--- src/rtl/multi_mac.sv ---
// multi_mac: N-lane signed multiply-accumulate with one shared coefficient.
//
// Each lane computes acc_i += a * b_i (or acc_i = a * b_i when clr is set),
// using a full-precision saturating accumulator. The result is the
// accumulator arithmetically shifted right by SHIFT and clamped to WIDTH bits.
// Three pipeline stages (input register, product, accumulate) all advance
// only when ce=1. A synchronous active-high reset overrides ce.
//
// Ports:
//   clk        rising-edge clock
//   reset      synchronous active-high reset
//   ce         clock enable; 0 stalls every register
//   valid_in   a/b/clr carry a sample this cycle
//   clr        with valid_in, start a new accumulation instead of adding
//   a          shared signed coefficient, WIDTH bits
//   b          packed signed samples, lane i at [i*WIDTH +: WIDTH]
//   res        packed signed results, same packing as b
//   valid_out  res/sat belong to a newly accumulated sample
//   sat        per-lane flag: accumulator add or output clamp saturated
module multi_mac #(
    parameter int unsigned WIDTH     = 18,
    parameter int unsigned CHANNELS  = 2,
    parameter int unsigned ACC_WIDTH = 48,
    parameter int unsigned SHIFT     = 17
) (
    input  logic                         clk,
    input  logic                         reset,
    input  logic                         ce,
    input  logic                         valid_in,
    input  logic                         clr,
    input  logic [WIDTH-1:0]             a,
    input  logic [CHANNELS*WIDTH-1:0]    b,
    output logic [CHANNELS*WIDTH-1:0]    res,
    output logic                         valid_out,
    output logic [CHANNELS-1:0]          sat
);

    localparam int unsigned PW = 2 * WIDTH;             // full product width
    localparam int unsigned SW = ACC_WIDTH + 1;         // sum width incl. carry
    localparam int unsigned HW = ACC_WIDTH - WIDTH + 1; // bits that must agree for no clamp

    localparam logic signed [ACC_WIDTH-1:0] ACC_MAX = {1'b0, {(ACC_WIDTH-1){1'b1}}};
    localparam logic signed [ACC_WIDTH-1:0] ACC_MIN = {1'b1, {(ACC_WIDTH-1){1'b0}}};
    localparam logic signed [WIDTH-1:0]     RES_MAX = {1'b0, {(WIDTH-1){1'b1}}};
    localparam logic signed [WIDTH-1:0]     RES_MIN = {1'b1, {(WIDTH-1){1'b0}}};

    // Control and coefficient state shared by all lanes
    logic signed [WIDTH-1:0] a_s1;
    logic                    clr_s1;
    logic                    vld_s1;
    logic                    clr_s2;
    logic                    vld_s2;

    // Shared pipeline control; valid_out is the stage-3 valid
    always_ff @(posedge clk) begin
        if (reset) begin
            a_s1      <= '0;
            clr_s1    <= 1'b0;
            vld_s1    <= 1'b0;
            clr_s2    <= 1'b0;
            vld_s2    <= 1'b0;
            valid_out <= 1'b0;
        end else if (ce) begin
            a_s1      <= a;
            clr_s1    <= clr;
            vld_s1    <= valid_in;
            clr_s2    <= clr_s1;
            vld_s2    <= vld_s1;
            valid_out <= vld_s2;
        end
    end

    for (genvar i = 0; i < CHANNELS; i++) begin : g_lane
        logic signed [WIDTH-1:0]     b_s1;
        logic signed [PW-1:0]        p_s2;
        logic signed [ACC_WIDTH-1:0] acc;
        logic signed [WIDTH-1:0]     res_q;
        logic                        sat_q;

        logic signed [ACC_WIDTH-1:0] p_ext_c;
        logic signed [SW-1:0]        sum_c;
        logic signed [ACC_WIDTH-1:0] acc_nxt_c;
        logic signed [ACC_WIDTH-1:0] sh_c;
        logic        [HW-1:0]        hi_c;
        logic signed [WIDTH-1:0]     res_nxt_c;
        logic                        ovf_c;
        logic                        clamp_c;

        // Next accumulator value, shifted/clamped result and saturation flag
        always_comb begin
            p_ext_c   = ACC_WIDTH'(p_s2);
            sum_c     = SW'(acc) + SW'(p_ext_c);
            ovf_c     = 1'b0;
            acc_nxt_c = acc;
            if (vld_s2) begin
                if (clr_s2) begin
                    acc_nxt_c = p_ext_c;
                end else if (sum_c[SW-1] != sum_c[SW-2]) begin
                    // Carry-out disagrees with sign: true sign is the carry bit
                    ovf_c     = 1'b1;
                    acc_nxt_c = sum_c[SW-1] ? ACC_MIN : ACC_MAX;
                end else begin
                    acc_nxt_c = sum_c[ACC_WIDTH-1:0];
                end
            end

            sh_c      = acc_nxt_c >>> SHIFT;
            hi_c      = sh_c[ACC_WIDTH-1:WIDTH-1];
            clamp_c   = 1'b0;
            res_nxt_c = sh_c[WIDTH-1:0];
            // Result fits only if all bits above the result sign match it
            if (!((&hi_c) || (~|hi_c))) begin
                clamp_c   = 1'b1;
                res_nxt_c = sh_c[ACC_WIDTH-1] ? RES_MIN : RES_MAX;
            end
        end

        // Lane datapath: input sample, product, accumulator and outputs
        always_ff @(posedge clk) begin
            if (reset) begin
                b_s1  <= '0;
                p_s2  <= '0;
                acc   <= '0;
                res_q <= '0;
                sat_q <= 1'b0;
            end else if (ce) begin
                b_s1 <= b[i*WIDTH +: WIDTH];
                p_s2 <= PW'(a_s1) * PW'(b_s1);
                if (vld_s2) begin
                    acc   <= acc_nxt_c;
                    res_q <= res_nxt_c;
                    sat_q <= ovf_c | clamp_c;
                end
            end
        end

        assign res[i*WIDTH +: WIDTH] = res_q;
        assign sat[i]                = sat_q;
    end

endmodule

--- config.mk ---
export PLATFORM = sky130hd
export DESIGN_NAME = multi_mac
export DESIGN_NICKNAME = d
export VERILOG_FILES = /design/src/rtl/multi_mac.sv
export SDC_FILE = /design/constraint.sdc
export NUM_CORES = 2
export LEC_CHECK = 0
export CORE_ASPECT_RATIO = 0.75
export CORE_MARGIN = 2
export CORE_UTILIZATION = 59
export DETAILED_ROUTE_END_ITERATION = 10
export GPL_TIMING_DRIVEN = 1
export PLACE_DENSITY = 0.79
export SETUP_SLACK_MARGIN = 0.15
export SLEW_MARGIN = 20
export SYNTH_ARGS = -nofsm -noshare
export SYNTH_HDL_FRONTEND = slang
export SYNTH_SLANG_ARGS = --single-unit
--- constraint.sdc ---
create_clock -name clk -period 6.7 [get_ports clk]
set_input_delay 1.34 -clock clk [delete_from_list [all_inputs] [get_ports clk]]
set_output_delay 1.34 -clock clk [all_outputs]
set_load 0.05 [all_outputs]
* Yosys cells after proc, flatten, opt, wreduce, memory -nomap -nowiden
Cells that the tools add are included.
Storage, ports and cells: bits in registers 265, latch bits 0, RAM bits 0, bits in read-only memories 0, input port bits 59, output and inout port bits 39, word-level logic and storage cells 53, memories 0
Cells by class: add/subtract/negate cells 2, multipliers 2, divide/modulo/power cells 0, $lt $le $gt $ge 0, equality and inequality tests 2, shifts and indexed selects 0, mux-type cells 20, bitwise operators 2, reductions and logical operators 9
Operators by type and width (count):
- 48-bit 2-to-1 mux | 8
- 48-bit by 36-bit adder with 49-bit output | 2
- 18-bit by 18-bit multiplier with 36-bit output | 2
- 18-bit 2-to-1 mux | 4
- 14-bit AND reduction | 2
- 14-bit OR reduction | 2
- 1-bit 2-to-1 mux | 8
- 1-bit zero test | 2
- 1-bit logical OR | 2
- 1-bit inequality test | 2
- 1-bit bitwise OR | 2
- 2-bit AND reduction | 1

* Longest topological paths before layout
depth in word-level cells 10, depth in mapped cells 30, gate-level depth less buffers 28

* Least setup slack after synthesis
No wires, ideal clock.
path kind reg-to-reg, start reg a_s1[12], end reg g_lane[1].p_s2[35], setup time 0.128 ns, arrival 7.056 ns, data required time 6.572 ns, slack -0.484 ns, stages on the path, launching flop included 28, buffers on the path 2, period minus slack after synthesis 7.184 ns, path through dfxtp_1 clkbuf_1 clkbuf_1 nand2_1 fa_1 fa_1 fa_1 inv_1 fa_1 fa_1 inv_1 fa_1 inv_1 ha_1 a21o_1 a21o_1 a21oi_1 nor3b_1 a311o_1 o21ai_0 o41a_1 a311o_1 a311o_1 a21o_1 a21oi_1 xnor2_1 mux2i_1 nor2_1
On the way: cells in the longest elaborated chain, start to end 1
RTL lines:
- from (decl) | RTL line 48 | logic signed [WIDTH-1:0] a_s1;
- from (signal assigned) | RTL line 57 | a_s1 <= '0;
- from (signal assigned) | RTL line 64 | a_s1 <= a;
- 18-bit by 18-bit multiplier with 36-bit output | RTL line 128 | p_s2 <= PW'(a_s1) * PW'(b_s1);
- to (signal assigned) | RTL line 128
- to (decl) | RTL line 75 | logic signed [PW-1:0] p_s2;
Every way passes these cells. A chain may end at the register's enable or synchronous reset.

* Final worst setup path
start reg a_s1[8], end reg g_lane[1].p_s2[35]
The elaborated chain is that of the path after synthesis.

==> impl_metrics.env <==
export IMPL_run_status="finished, violations left"
export IMPL_violations="negative setup slack"
export IMPL_syn_to_final_growth_pct=11.5
export IMPL_synthTopCellsByArea="fa_1 (32%), dfxtp_1 (13%), ha_1 (8.5%)"
export IMPL_cap_violations=0
export IMPL_post_route_period_util_pct=102
export IMPL_final_core_util_pct=66.3
export IMPL_grt_antenna_before_repair=2
export IMPL_numClockSinks=265
export IMPL_ff2ff_path_depth=26
export IMPL_first_pass_iters=6
export IMPL_final_fill_count=5663
export IMPL_grt_overflow_total=0
export IMPL_critical_path_depth=26
export IMPL_rsz0062_at_grt="true"
export IMPL_synth_area_mm2=0.0415
export IMPL_cts_buffer_depth=3
export IMPL_drc=0
export IMPL_netlist_top_cells_count="inv_1 (777), fa_1 (660), nand2_1 (535)"
export IMPL_rows=84
export IMPL_drt_iter0_drc=2807
export IMPL_track_usage_pct=32.9
export IMPL_placed_area_mm2=0.0448
export IMPL_p_leak_nw=22.5
export IMPL_portBuffers=97
export IMPL_synth_cells=4850
export IMPL_clk_pin_slew_ns=0.07
export IMPL_numCtsBuffers=30
export IMPL_syn_nets=5851
export IMPL_synth_top_family_by_area="adder cells"
export IMPL_p_int_w=0.00426
export IMPL_r2r_end="g_lane[1].p_s2[35]$_SDFFE_PP0P_"
export IMPL_root_buffer="clkbuf_16"
export IMPL_htreeDepth=1
export IMPL_cpPeakStageDelay_ns=0.57
export IMPL_synth_edf_count=0
export IMPL_coreArea_mm2=0.0698
export IMPL_timing_final_ws_setup_ns=-0.158
export IMPL_finClkSkew_ns=0.0266
export IMPL_grt_pass1_wl_mm=188
export IMPL_vdd_drop_max_mv=0.229
export IMPL_holdPathEnd="g_lane[0].sat_q$_SDFFE_PP0P_"
export IMPL_place_congestion=0.985
export IMPL_ys_flop_type="dfxtp_1"
export IMPL_final_area_mm2=0.0463
export IMPL_crit_path_frequent_cell="fa_1"
export IMPL_post_place_ws_ns=-0.283
export IMPL_worst_hold_path_type="flip-flop to flip-flop"
export IMPL_synth_xor_area_share_pct=3.25
export IMPL_min_path_cells=2
export IMPL_die_x_um=310
export IMPL_cts_tree="done"
export IMPL_vias=34400
export IMPL_r2r_start="a_s1[8]$_SDFFE_PP0P_"
export IMPL_seqCellArea_mm2=0.00535
export IMPL_placedCellCount=5885
export IMPL_cp_max_fo=16
export IMPL_synth_simple_gate_area_share_pct=17.3
export IMPL_ys_warn_count=0
export IMPL_synth_mux_area_share_pct=3.03
export IMPL_synth_top_cell_by_area="fa_1"
export IMPL_die_area_mm2=0.0725
export IMPL_wl_per_cell_um=19.4
export IMPL_fin_cells=5959
export IMPL_multiInputGateArea_mm2=0.0325
export IMPL_p_switching_w=0.00330
export IMPL_die_h_um=234
export IMPL_finalHoldViolCount=0
export IMPL_p_per_area_mw_per_mm2=163
export IMPL_yosysSeqAreaShare_pct=12.8
export IMPL_clk_latency_ns=0.63
export IMPL_drv_slew=0
export IMPL_clockPowerShare_pct=23.5
export IMPL_required_ns=7.19
export IMPL_setup_viol_count_final=15
export IMPL_crit_type="flip-flop to flip-flop"
export IMPL_pin_count=98
export IMPL_fin_setup_tns_ns=-1.22
export IMPL_drt_total_wl_mm=116
export IMPL_pwr_share_seq_pct=25.0
export IMPL_tightestPinTransition_ns=1.03
export IMPL_ys_async_sr_fraction_pct=0
export IMPL_arrival_ns=7.34
export IMPL_cp_slowest_cell="fa_1"
export IMPL_start_util_pct=59.4
export IMPL_layout_drive_gt1_share_pct=9.44
export IMPL_startpoint_type="flip-flop"
export IMPL_synth_seq_cells=265
export IMPL_relSlewSlack_pct=30.1
export IMPL_yosysMostFrequentCell="inv_1"
export IMPL_reg2reg_setup_slack_ns=-0.16
export IMPL_grt_max_degree=88
export IMPL_swShare_pct=43.6
export IMPL_drtAntennaViolNets=0
export IMPL_path_buf_inv=6
export IMPL_dp_hpwl_mm=91.6
export IMPL_vias_per_cell=5.78
export IMPL_grt_pass1_vias=35300
export IMPL_cp_top_family="adder cells"
export IMPL_yosysTopAreaCellShare_pct=31.9
export IMPL_critPathCaptureType="flip-flop"
export IMPL_synth_fa_ha_area_share_pct=40.8
export IMPL_syn_avg_cell_area_um2=8.55
export IMPL_synth_compound_area_share_pct=13.3
export IMPL_synth_cell_types=111
export IMPL_cts_hold_buffers_added=0
export IMPL_fmax_ghz=0.146
export IMPL_holdCritStartpoint="g_lane[0].sat_q$_SDFFE_PP0P_"
export IMPL_pwr_share_comb_pct=51.5
export IMPL_fin_nets=5989
export IMPL_fin_crit_ns=6.86
power by group through the flow:
| stage | registers, W | logic, W | clock network [W] |
|---|---|---|---|
| after global placement | 0.00191 | 0.00364 | 0 |
| after CTS | 0.00188 | 0.00381 | 0.00180 |
| after global routing | 0.00190 | 0.00430 | 0.00186 |
| after detailed placement | 0.00191 | 0.00372 | 0 |
| after floorplan | 0.00184 | 0.00261 | 0 |
| final | 0.00189 | 0.00389 | 0.00178 |
flip-flops by register name, summed over array words and instances, names as in the netlist, 2 cells and up:
signal        cells
g_lane.acc       96
g_lane.p_s2      72
g_lane.b_s1      36
g_lane.res_q     36
a_s1             18
g_lane.sat_q      2
what timing repair did:
action	4_1_cts	5_1_grt
pin swaps	15	23
hold endpoints to repair	0	0
gates cloned	0	0
resized for setup	44	37
setup buffers	10	7
endpoints found under the setup margin	19	21
tightest hold or removal path: cells and delay by family, from the launching register on:
kind / cells / cell delay (ns)
AND/OR/NAND/NOR: 1 / 0.05
flip-flops: 1 / 0.31
AO/OA/AOI/OAI: 1 / 0.05
cell usage in the layout (no fill, tap or decap), drive strengths merged, types with 86 or more instances in the layout:
| master | count |
|---|---|
| buf | 278 |
| clkdlybuf4s50 | 95 |
| nor3 | 86 |
| o21ai | 141 |
| ha | 282 |
| nand2 | 535 |
| and2 | 340 |
| inv | 777 |
| nor2 | 347 |
| xnor2 | 110 |
| fa | 660 |
| dfxtp | 265 |
| mux2i | 122 |
| a21oi | 230 |
| a21o | 86 |
layer usage:
metal	part of all wire, %	global-route usage [%]	vias to the layer above
met5	0	0	-
met4	3.6	11.1	0
met3	9.3	7.23	259
met2	45	51.5	1558
met1	42	45.3	16800
li1	-	-	15800
layout make-up:
type,count,area share [%]
inverter,778,6.31
multi-input combinational,3538,70.2
antenna,2,0.0108
timing repair buffer,375,7.13
sequential,265,11.6
tap,946,2.56
clock inverter,15,0.335
clock buffer,40,1.88
through the flow:
stage | power (W) | hold slack [ns]
5_1_grt | 0.00806 | 0.482
4_1_cts | 0.00749 | 0.458
2_1_floorplan | 0.00445 | 0.436
3_5_place_dp | 0.00564 | 0.449
3_3_place_gp | 0.00555 | 0.445
6_report | 0.00756 | 0.461
worst max path at each step:
stage | startpoint | endpoint | slack [ns]
6_report | a_s1[8]$_SDFFE_PP0P_ | g_lane[1].p_s2[35]$_SDFFE_PP0P_ | -0.16
5_1_grt | a_s1[5]$_SDFFE_PP0P_ | g_lane[1].p_s2[35]$_SDFFE_PP0P_ | -0.43
4_1_cts | a_s1[9]$_SDFFE_PP0P_ | g_lane[1].p_s2[35]$_SDFFE_PP0P_ | -0.05
3_5_place_dp | g_lane[0].b_s1[4]$_SDFFE_PP0P_ | g_lane[0].p_s2[35]$_SDFFE_PP0P_ | -0.28
3_3_place_gp | g_lane[0].b_s1[4]$_SDFFE_PP0P_ | g_lane[0].p_s2[35]$_SDFFE_PP0P_ | -0.17
2_1_floorplan | a_s1[9]$_SDFFE_PP0P_ | g_lane[1].p_s2[35]$_SDFFE_PP0P_ | 0.08
cells by family after synthesis:
| group | Yosys count |
|---|---|
| muxes | 125 |
| adders and majority gates | 960 |
| DFF | 265 |
| xor gates and xnor gates | 154 |
| buffers and inverters | 1047 |
| AOI/OAI and AO/OA | 806 |
| and+or+nand+nor | 1493 |
Power figures use the tool's default switching activity.
